**src/rtl/lsu_pkg.sv**
```systemverilog
// Shared funct3 codes, FSM state type and size/alignment helpers for the LSU memory port.
package lsu_pkg;

  localparam logic [2:0] F3_B  = 3'b000;
  localparam logic [2:0] F3_H  = 3'b001;
  localparam logic [2:0] F3_W  = 3'b010;
  localparam logic [2:0] F3_BU = 3'b100;
  localparam logic [2:0] F3_HU = 3'b101;

  typedef enum logic [1:0] {
    ST_IDLE,
    ST_ISSUE,
    ST_WAIT,
    ST_DONE
  } lsu_state_t;

  typedef enum logic [1:0] {
    SZ_B,
    SZ_H,
    SZ_W
  } lsu_size_t;

  // Undefined funct3 codes fall through to word size.
  function automatic lsu_size_t size_of(input logic [2:0] f3);
    if (f3 == F3_B || f3 == F3_BU) return SZ_B;
    if (f3 == F3_H || f3 == F3_HU) return SZ_H;
    return SZ_W;
  endfunction

  function automatic logic is_zext(input logic [2:0] f3);
    return !(f3 == F3_B || f3 == F3_H);
  endfunction

  function automatic logic [1:0] align_lo(input lsu_size_t sz, input logic [1:0] lo);
    case (sz)
      SZ_B:    return lo;
      SZ_H:    return {lo[1], 1'b0};
      default: return 2'b00;
    endcase
  endfunction

  function automatic logic misaligned(input lsu_size_t sz, input logic [1:0] lo);
    return (sz == SZ_H && lo[0]) || (sz == SZ_W && lo != 2'b00);
  endfunction

endpackage

```
**src/rtl/lsu_align.sv**
```systemverilog
// Byte-lane steering: store byte enables / replicated write data, load lane select and extension.
module lsu_align
  import lsu_pkg::*;
#(
  parameter int XLEN = 32
) (
  input  lsu_size_t         size_i,
  input  logic              zext_i,
  input  logic [1:0]        addr_lo_i,
  input  logic [XLEN-1:0]   wdata_i,
  input  logic [XLEN-1:0]   rdata_i,
  output logic [3:0]        be_o,
  output logic [XLEN-1:0]   wdata_o,
  output logic [XLEN-1:0]   rdata_o
);

  logic [7:0]  lane [4];
  logic [7:0]  byte_sel;
  logic [15:0] half_sel;

  genvar gi;
  for (gi = 0; gi < 4; gi++) begin : g_lane
    assign lane[gi] = rdata_i[8*gi +: 8];
  end

  assign byte_sel = lane[addr_lo_i];
  assign half_sel = addr_lo_i[1] ? {lane[3], lane[2]} : {lane[1], lane[0]};

  always_comb begin
    be_o    = 4'b1111;
    wdata_o = wdata_i;
    rdata_o = rdata_i;
    case (size_i)
      SZ_B: begin
        be_o    = 4'b0001 << addr_lo_i;
        wdata_o = {(XLEN/8){wdata_i[7:0]}};
        rdata_o = {{(XLEN-8){~zext_i & byte_sel[7]}}, byte_sel};
      end
      SZ_H: begin
        be_o    = 4'b0011 << {addr_lo_i[1], 1'b0};
        wdata_o = {(XLEN/16){wdata_i[15:0]}};
        rdata_o = {{(XLEN-16){~zext_i & half_sel[15]}}, half_sel};
      end
      default: ;
    endcase
  end

endmodule

```
**src/rtl/lsu_mem_port.sv**
```systemverilog
// Single-outstanding load/store initiator for a 1-cycle-latency byte-enabled memory port.
// Optional MISALIGN_TRAP_EN: misaligned H/W accesses respond with resp_err instead of being aligned.
module lsu_mem_port
  import lsu_pkg::*;
#(
  parameter int ADDRESS_WIDTH = 9,
  parameter int XLEN          = 32
) (
  input  logic                     clk,
  input  logic                     rst_n,
  input  logic                     req_valid,
  output logic                     req_ready,
  input  logic                     req_we,
  input  logic [2:0]               req_funct3,
  input  logic [ADDRESS_WIDTH+1:0] req_addr,
  input  logic [XLEN-1:0]          req_wdata,
  output logic                     resp_valid,
  input  logic                     resp_ready,
  output logic [XLEN-1:0]          resp_rdata,
  output logic                     resp_err,
  output logic [ADDRESS_WIDTH-1:0] mem_addr,
  output logic [3:0]               mem_be,
  output logic [XLEN-1:0]          mem_wdata,
  output logic                     mem_we,
  input  logic [XLEN-1:0]          mem_rdata
);

  localparam int BAW = ADDRESS_WIDTH + 2;

  lsu_state_t      state_q, state_d;
  logic            we_q, we_d;
  logic [2:0]      f3_q, f3_d;
  logic [BAW-1:0]  addr_q, addr_d;
  logic [XLEN-1:0] wdata_q, wdata_d;
  logic [XLEN-1:0] rdata_q, rdata_d;
  logic            err_q, err_d;

  lsu_size_t       req_size;
  logic            req_mis;
  logic [3:0]      be_lane;
  logic [XLEN-1:0] wdata_lane;
  logic [XLEN-1:0] rdata_ext;

  assign req_size = size_of(req_funct3);

`ifdef MISALIGN_TRAP_EN
  assign req_mis = misaligned(req_size, req_addr[1:0]);
`else
  assign req_mis = 1'b0;
`endif

  lsu_align #(.XLEN(XLEN)) u_align (
    .size_i    (size_of(f3_q)),
    .zext_i    (is_zext(f3_q)),
    .addr_lo_i (addr_q[1:0]),
    .wdata_i   (wdata_q),
    .rdata_i   (mem_rdata),
    .be_o      (be_lane),
    .wdata_o   (wdata_lane),
    .rdata_o   (rdata_ext)
  );

  always_ff @(posedge clk) begin
    if (!rst_n) begin
      state_q <= ST_IDLE;
      we_q    <= 1'b0;
      f3_q    <= 3'b000;
      addr_q  <= '0;
      wdata_q <= '0;
      rdata_q <= '0;
      err_q   <= 1'b0;
    end else begin
      state_q <= state_d;
      we_q    <= we_d;
      f3_q    <= f3_d;
      addr_q  <= addr_d;
      wdata_q <= wdata_d;
      rdata_q <= rdata_d;
      err_q   <= err_d;
    end
  end

  always_comb begin
    state_d = state_q;
    we_d    = we_q;
    f3_d    = f3_q;
    addr_d  = addr_q;
    wdata_d = wdata_q;
    rdata_d = rdata_q;
    err_d   = err_q;
    case (state_q)
      ST_IDLE: begin
        if (req_valid) begin
          we_d    = req_we;
          f3_d    = req_funct3;
          wdata_d = req_wdata;
          // Low bits snapped to natural alignment; a trapped access never reaches memory anyway.
          addr_d  = {req_addr[BAW-1:2], align_lo(req_size, req_addr[1:0])};
          rdata_d = '0;
          err_d   = req_mis;
          state_d = req_mis ? ST_DONE : ST_ISSUE;
        end
      end
      ST_ISSUE: state_d = we_q ? ST_DONE : ST_WAIT;
      ST_WAIT: begin
        rdata_d = rdata_ext;
        state_d = ST_DONE;
      end
      ST_DONE: begin
        if (resp_ready) state_d = ST_IDLE;
      end
      default: state_d = ST_IDLE;
    endcase
  end

  always_comb begin
    req_ready  = (state_q == ST_IDLE);
    resp_valid = (state_q == ST_DONE);
    resp_rdata = rdata_q;
    resp_err   = err_q;
    mem_addr   = '0;
    mem_be     = 4'b0000;
    mem_wdata  = '0;
    mem_we     = 1'b0;
    if (state_q == ST_ISSUE) begin
      mem_addr  = addr_q[BAW-1:2];
      mem_be    = be_lane;
      mem_wdata = wdata_lane;
      mem_we    = we_q;
    end
  end

endmodule

```
**config.mk**
```make
export PLATFORM = sky130hd
export DESIGN_NAME = lsu_mem_port
export DESIGN_NICKNAME = d
export VERILOG_FILES = /design/src/rtl/lsu_pkg.sv /design/src/rtl/lsu_align.sv /design/src/rtl/lsu_mem_port.sv
export SDC_FILE = /design/constraint.sdc
export NUM_CORES = 1
export LEC_CHECK = 0
export CORE_ASPECT_RATIO = 0.8
export CORE_MARGIN = 4
export CORE_UTILIZATION = 44
export DETAILED_ROUTE_END_ITERATION = 10
export PLACE_DENSITY_LB_ADDON = 0.05
export REMOVE_ABC_BUFFERS = 1
export SYNTH_ARGS = -nofsm -noshare
export SYNTH_HDL_FRONTEND = slang
export SYNTH_SLANG_ARGS = --single-unit
```
**constraint.sdc**
```tcl
create_clock -name clk -period 1.9 [get_ports clk]
set_input_delay 0.285 -clock clk [delete_from_list [all_inputs] [get_ports clk]]
set_output_delay 0.285 -clock clk [all_outputs]
set_load 0.01 [all_outputs]
```
# --- Word level (Yosys, flattened, before mapping) ---
# Cells that the tools add are included.
totals:
  reg_bits: 81
  elab_cells: 71
  out_inout_bits: 81
  inputBits: 83
op_classes:
  shift: 2
  n_reduce_logical: 14
  muxes: 32
  n_bitwise: 3
  magnitude_cmp: 1
  eq_ne: 13
ops:
  columns: ["operator", "n"]
  rows:
  - ["$pmux W32 S2", 3]
  - ["$mux W32", 2]
  - ["$mux W2", 10]
  - ["$bmux W8 S2", 1]
  - ["$mux W16", 1]
  - ["$mux W8", 2]
  - ["$eq A3 B3 Y1 const B", 4]
  - ["$mux W9", 1]
  - ["$mux W1", 8]
  - ["$pmux W2 S4", 1]
  - ["$pmux W4 S2", 1]
  - ["$eq A2 B1 Y1 const B", 3]
  - ["$eq A3 B1 Y1 const B", 2]
  - ["$logic_not A2 Y1", 3]
  - ["$logic_not A3 Y1", 2]
  - ["$reduce_and A2 Y1", 3]
  - ["$logic_or A1 B1 Y1", 5]
  - ["$eq A2 B2 Y1 const B", 2]
  - ["$mux W4", 1]
  - ["$pmux W2 S2", 1]
  - ["$shl A1 B2 Y4 const A", 1]
  - ["$shl A2 B2 Y4 const A", 1]
  - ["$ge A3 B3 Y1 const B", 1]
  - ["$not A2 Y3", 1]
  - ["other kinds (4)", 5]

# --- Longest topological paths before layout ---
depth:
  depth_word: 9
  depth_mapped: 9
  mapped_depth_nobuf: 6

# --- Cells and area by module ---
# A second synthesis with hierarchy kept.
hier_totals:
  cells_unflattened: 547
  hier_area_um2: 4366.7
by_module_without_submodules:
  columns: ["module", "instances", "seq_area_each_um2", "cells_each", "area_per_inst_um2"]
  rows:
  - ["lsu_mem_port", 1, 1621.6, 390, 3266.9]
  - ["lsu_align", 1, 0.0, 157, 1099.8]

# --- Worst setup path before layout ---
# OpenSTA, ideal clock, no wires.
synth_timing:
  path_type: "register -> register"
  from: "register state_q[0]"
  to: "register rdata_q[16], in the netlist resp_rdata[16]"
  stages_incl_launch_ff: 10
  t_arrival_ps: 1732
  path_slack_ps: 47
  required_ps: 1778
  cell_sequence: "dfxtp_1 > inv_1 > ha_1 > nand2b_1 > and3_1 > buf_6 > and2_4 > buf_6 > buf_6 > a221o_1"
synth_via:
  elab_chain_len: 3
synth_lines:
  columns: ["item", "line_no", "text"]
  rows:
  - ["start, declared", "lsu_mem_port.sv:30", "lsu_state_t state_q, state_d;"]
  - ["start signal, assigned", "lsu_mem_port.sv:73", "state_q <= state_d;"]
  - ["$logic_not A2 Y1 (*)", null, null]
  - ["via req_ready", "lsu_mem_port.sv:12", "output logic req_ready,"]
  - ["$ne A2 B2 Y1 (no source line) / $reduce_bool A2 Y1 (equally long branches)", null, null]
  - ["$reduce_and A2 Y1 (no source line)", null, null]
  - ["end signal, assigned", "lsu_mem_port.sv:78", "rdata_q <= rdata_d;"]
  - ["end, declared", "lsu_mem_port.sv:35", "logic [XLEN-1:0] rdata_q, rdata_d;"]
# Mark *: on every way through the listed nets, which the timed path passes. The rest lies on a longest branch.
# A chain may end at the register's enable or synchronous reset.

# --- Worst setup path after layout ---
layout_timing:
  from: "register state_q[1]"
  to: "output mem_addr[3]"
layout_via:
  elab_chain_len: 2
layout_lines:
  columns: ["item", "line_no", "text"]
  rows:
  - ["$eq A2 B1 Y1", "lsu_mem_port.sv:125", "if (state_q == ST_ISSUE) begin"]
  - ["$mux W9", "lsu_mem_port.sv:125", null]
  - ["end, declared", "lsu_mem_port.sv:21", "output logic [ADDRESS_WIDTH-1:0] mem_addr,"]
# Every way passes these cells.

==> impl_metrics.toml <==
[global_routing]
antenna_found_initial = 0
grt_max_degree = 50
grt_usage_pct = 23.1
grt_overflow_total = 0
grt_pass1_vias = 4141
grt_pass1_wl_mm = 20.1

[cts]
ctsHtreeMaxLevel = 3
cts-buffers-inserted = 9
postCtsHoldBufs = 0
path_clk_slew_ps = 60
numClockSinks = 81
root_buffer = "clkbuf_16"
clk_latency_ps = 340
cts_tree = "yes"
clockBufferDepth = 2

[routing]
vias_per_cell = 5.26
avgRoutedWirePerCell_um = 16.5
dr_total_vias = 4117
wirelength_mm = 12.9
ant_nets = 0
dr.pass1.iters = 5
drt_iter0_markers = 185
drc = 0

[critical_path]
cp_top_family = "buffers and inverters"
cp-startpoint = "state_q[1]"
endpoint_kind = "output port"
rr_startpoint = "state_q[0]"
path_buf_inv = 3
critical_path_required_ps = 1620
crit_fanout = 16
startpoint_type = "flip-flop"
r2r_slack_ps = 120
crit_path_max_incr_delay_ps = 320
cp_cell_sequence = "inv_1 > ha_4 > bufbuf_16 > and2_1 > clkdlybuf4s15_1"
crit_arrival_ps = 1560
slowest_stage = "dfxtp_2"
crit_type = "flip-flop to output port"

[sta]
clock_skew_ps = 3.50
finalSetupViolCount = 0
hold_viol = 0
drv_slew = 0
max_freq_mhz = 541
final.period_utilization_pct = 97.3
tns_ps = 0
rsz0062_at_grt = "no"
fin_hold_ws_ps = 459
period_minus_slack_ps = 1850

[place]
dp_hpwl_mm = 8.85
gp_congestion = 0.795
dpl_cell_area_um2 = 6010
portBuffers = 162
dp.cells = 760

[logic_synthesis]
synth_edf_count = 0
yosysWarnings = 0
ys_seq_area_share_pct = 39.0
async_flop_share_pct = 0
ys.flop_type = "dfxtp_1"
ys_ff_latch = 81
netlist-cell-type-count = 38
syn_avg_cell_area_um2 = 8.41
synth_area_um2 = 4150
synthCells = 494

[layout]
final_cell_mix = "122 x nand2_1, 114 x clkdlybuf4s50_1, 77 x dfxtp_1"
fin_area_um2 = 6350
stdcell_count = 782
finish.utilization_pct = 69.7
syn_to_final_growth_pct = 53.0
layout_commonest_cell = "nand2_1"
final_net_count = 749
num_antenna_cells = 0
drive_gt1_share_pct = 15.4
fillers = 764

[floorplan]
fp.dieH_um = 94.9
die_area_um2 = 11100
ioPinCount = 164
row_count = 31
core_um2 = 9110
initial_core_util_pct = 45.6
die_x_um = 117

[flow_run]
drv_cap = 0

[min_path]
min_path_type = "flip-flop to flip-flop"
worstHoldStart = "addr_q[3]"

[power]
ir_drop_uv = 748
power_leakage_nw = 2.54
p_per_area_nw_per_um2 = 1090

[status]
status = "completed"
logic make-up after synthesis:
| group | Yosys count | synth area share (%) |
|---|---|---|
| buf+inv | 48 | 5.33 |
| mux | 34 | 8.47 |
| simple gates | 200 | 22.4 |
| flops | 81 | 39.0 |
| fa+ha+maj | 4 | 1.21 |
| compound gates | 126 | 23.4 |
| other cells | 1 | 0.0903 |
cell usage after synthesis (2+ instances only):
cell type,instances,area share (%)
o21a_1,2,0.36
a22oi_1,2,0.36
a21boi_0,54,9.8
a21oi_1,4,0.48
a32o_1,8,1.9
buf_2,8,0.96
clkbuf_1,26,2.4
nand2b_1,17,2.6
o21ai_0,25,3.0
dfxtp_1,81,39
nand2_1,123,11
buf_1,2,0.18
nor3_1,2,0.24
nor2b_1,19,2.9
mux2_2,9,2.4
buf_6,3,0.81
ha_1,4,1.2
mux2i_1,25,6.0
a221o_1,17,4.1
o2bb2ai_1,7,1.5
and2_1,28,4.2
nor2_1,6,0.54
buf_4,2,0.36
inv_1,6,0.54
worst reg2reg max path, stage by stage (launching register included):
cell and delay [ps]:
dfxtp_1 330, buf_4 150, inv_2 80, ha_4 170, and2_2 150, a21oi_1 50
and2_1 190, buf_12 170, a221o_1 370
where the power goes:
group | total, W | internal [W] | switching (W)
clock network | 0.00192 | 0.00122 | 0.000697
logic | 0.00279 | 0.00139 | 0.00140
registers | 0.00221 | 0.00201 | 0.000200
sequential cells by signal (all words and copies together) (netlist names):
| name | flops |
|---|---|
| resp_rdata | 32 |
| wdata_q | 32 |
| addr_q | 11 |
| f3_q | 3 |
| state_q | 2 |
| we_q | 1 |
cell type report:
type	instances	area, um2	area share [%]
Clock buffer	12	256	4.04
Clock inverter	4	75.1	1.18
Sequential cell	81	1630	25.7
Inverter	6	22.5	0.355
Tap cell	115	144	2.27
Multi-Input combinational cell	365	2350	37.0
Timing Repair Buffer	199	1870	29.5
worst paths after layout:
check,cells past startpoint,endpoint
setup / recovery,5,mem_addr[3]
hold / removal,2,addr_q[3]
setup reg to reg,8,resp_rdata[27]
hold reg to reg,2,addr_q[3]
stage by stage:
stage,worst slack [ps],total power [W]
after floorplan,-739,0.00350
after global placement,-27.3,0.00481
after detailed placement,-73.1,0.00487
after CTS,1.89,0.00694
after global routing,2.68,0.00733
final,50.5,0.00691
metal layers:
metal  up-vias  share of wire [%]  track usage, %
met5         -                  0               0
met3        19                6.9            6.15
met4         0                1.8            7.55
met2       146                 47            37.8
li1       2022                  -               -
met1      1930                 44            29.7
timing repair:
| item | CTS | global route |
|---|---|---|
| pin swaps | 0 | 0 |
| cloned | 2 | 0 |
| buffers inserted | 1 | 3 |
| setup endpoints to repair | 47 | 71 |
| resized for setup | 114 | 34 |
(Power assumes the default switching activity.)
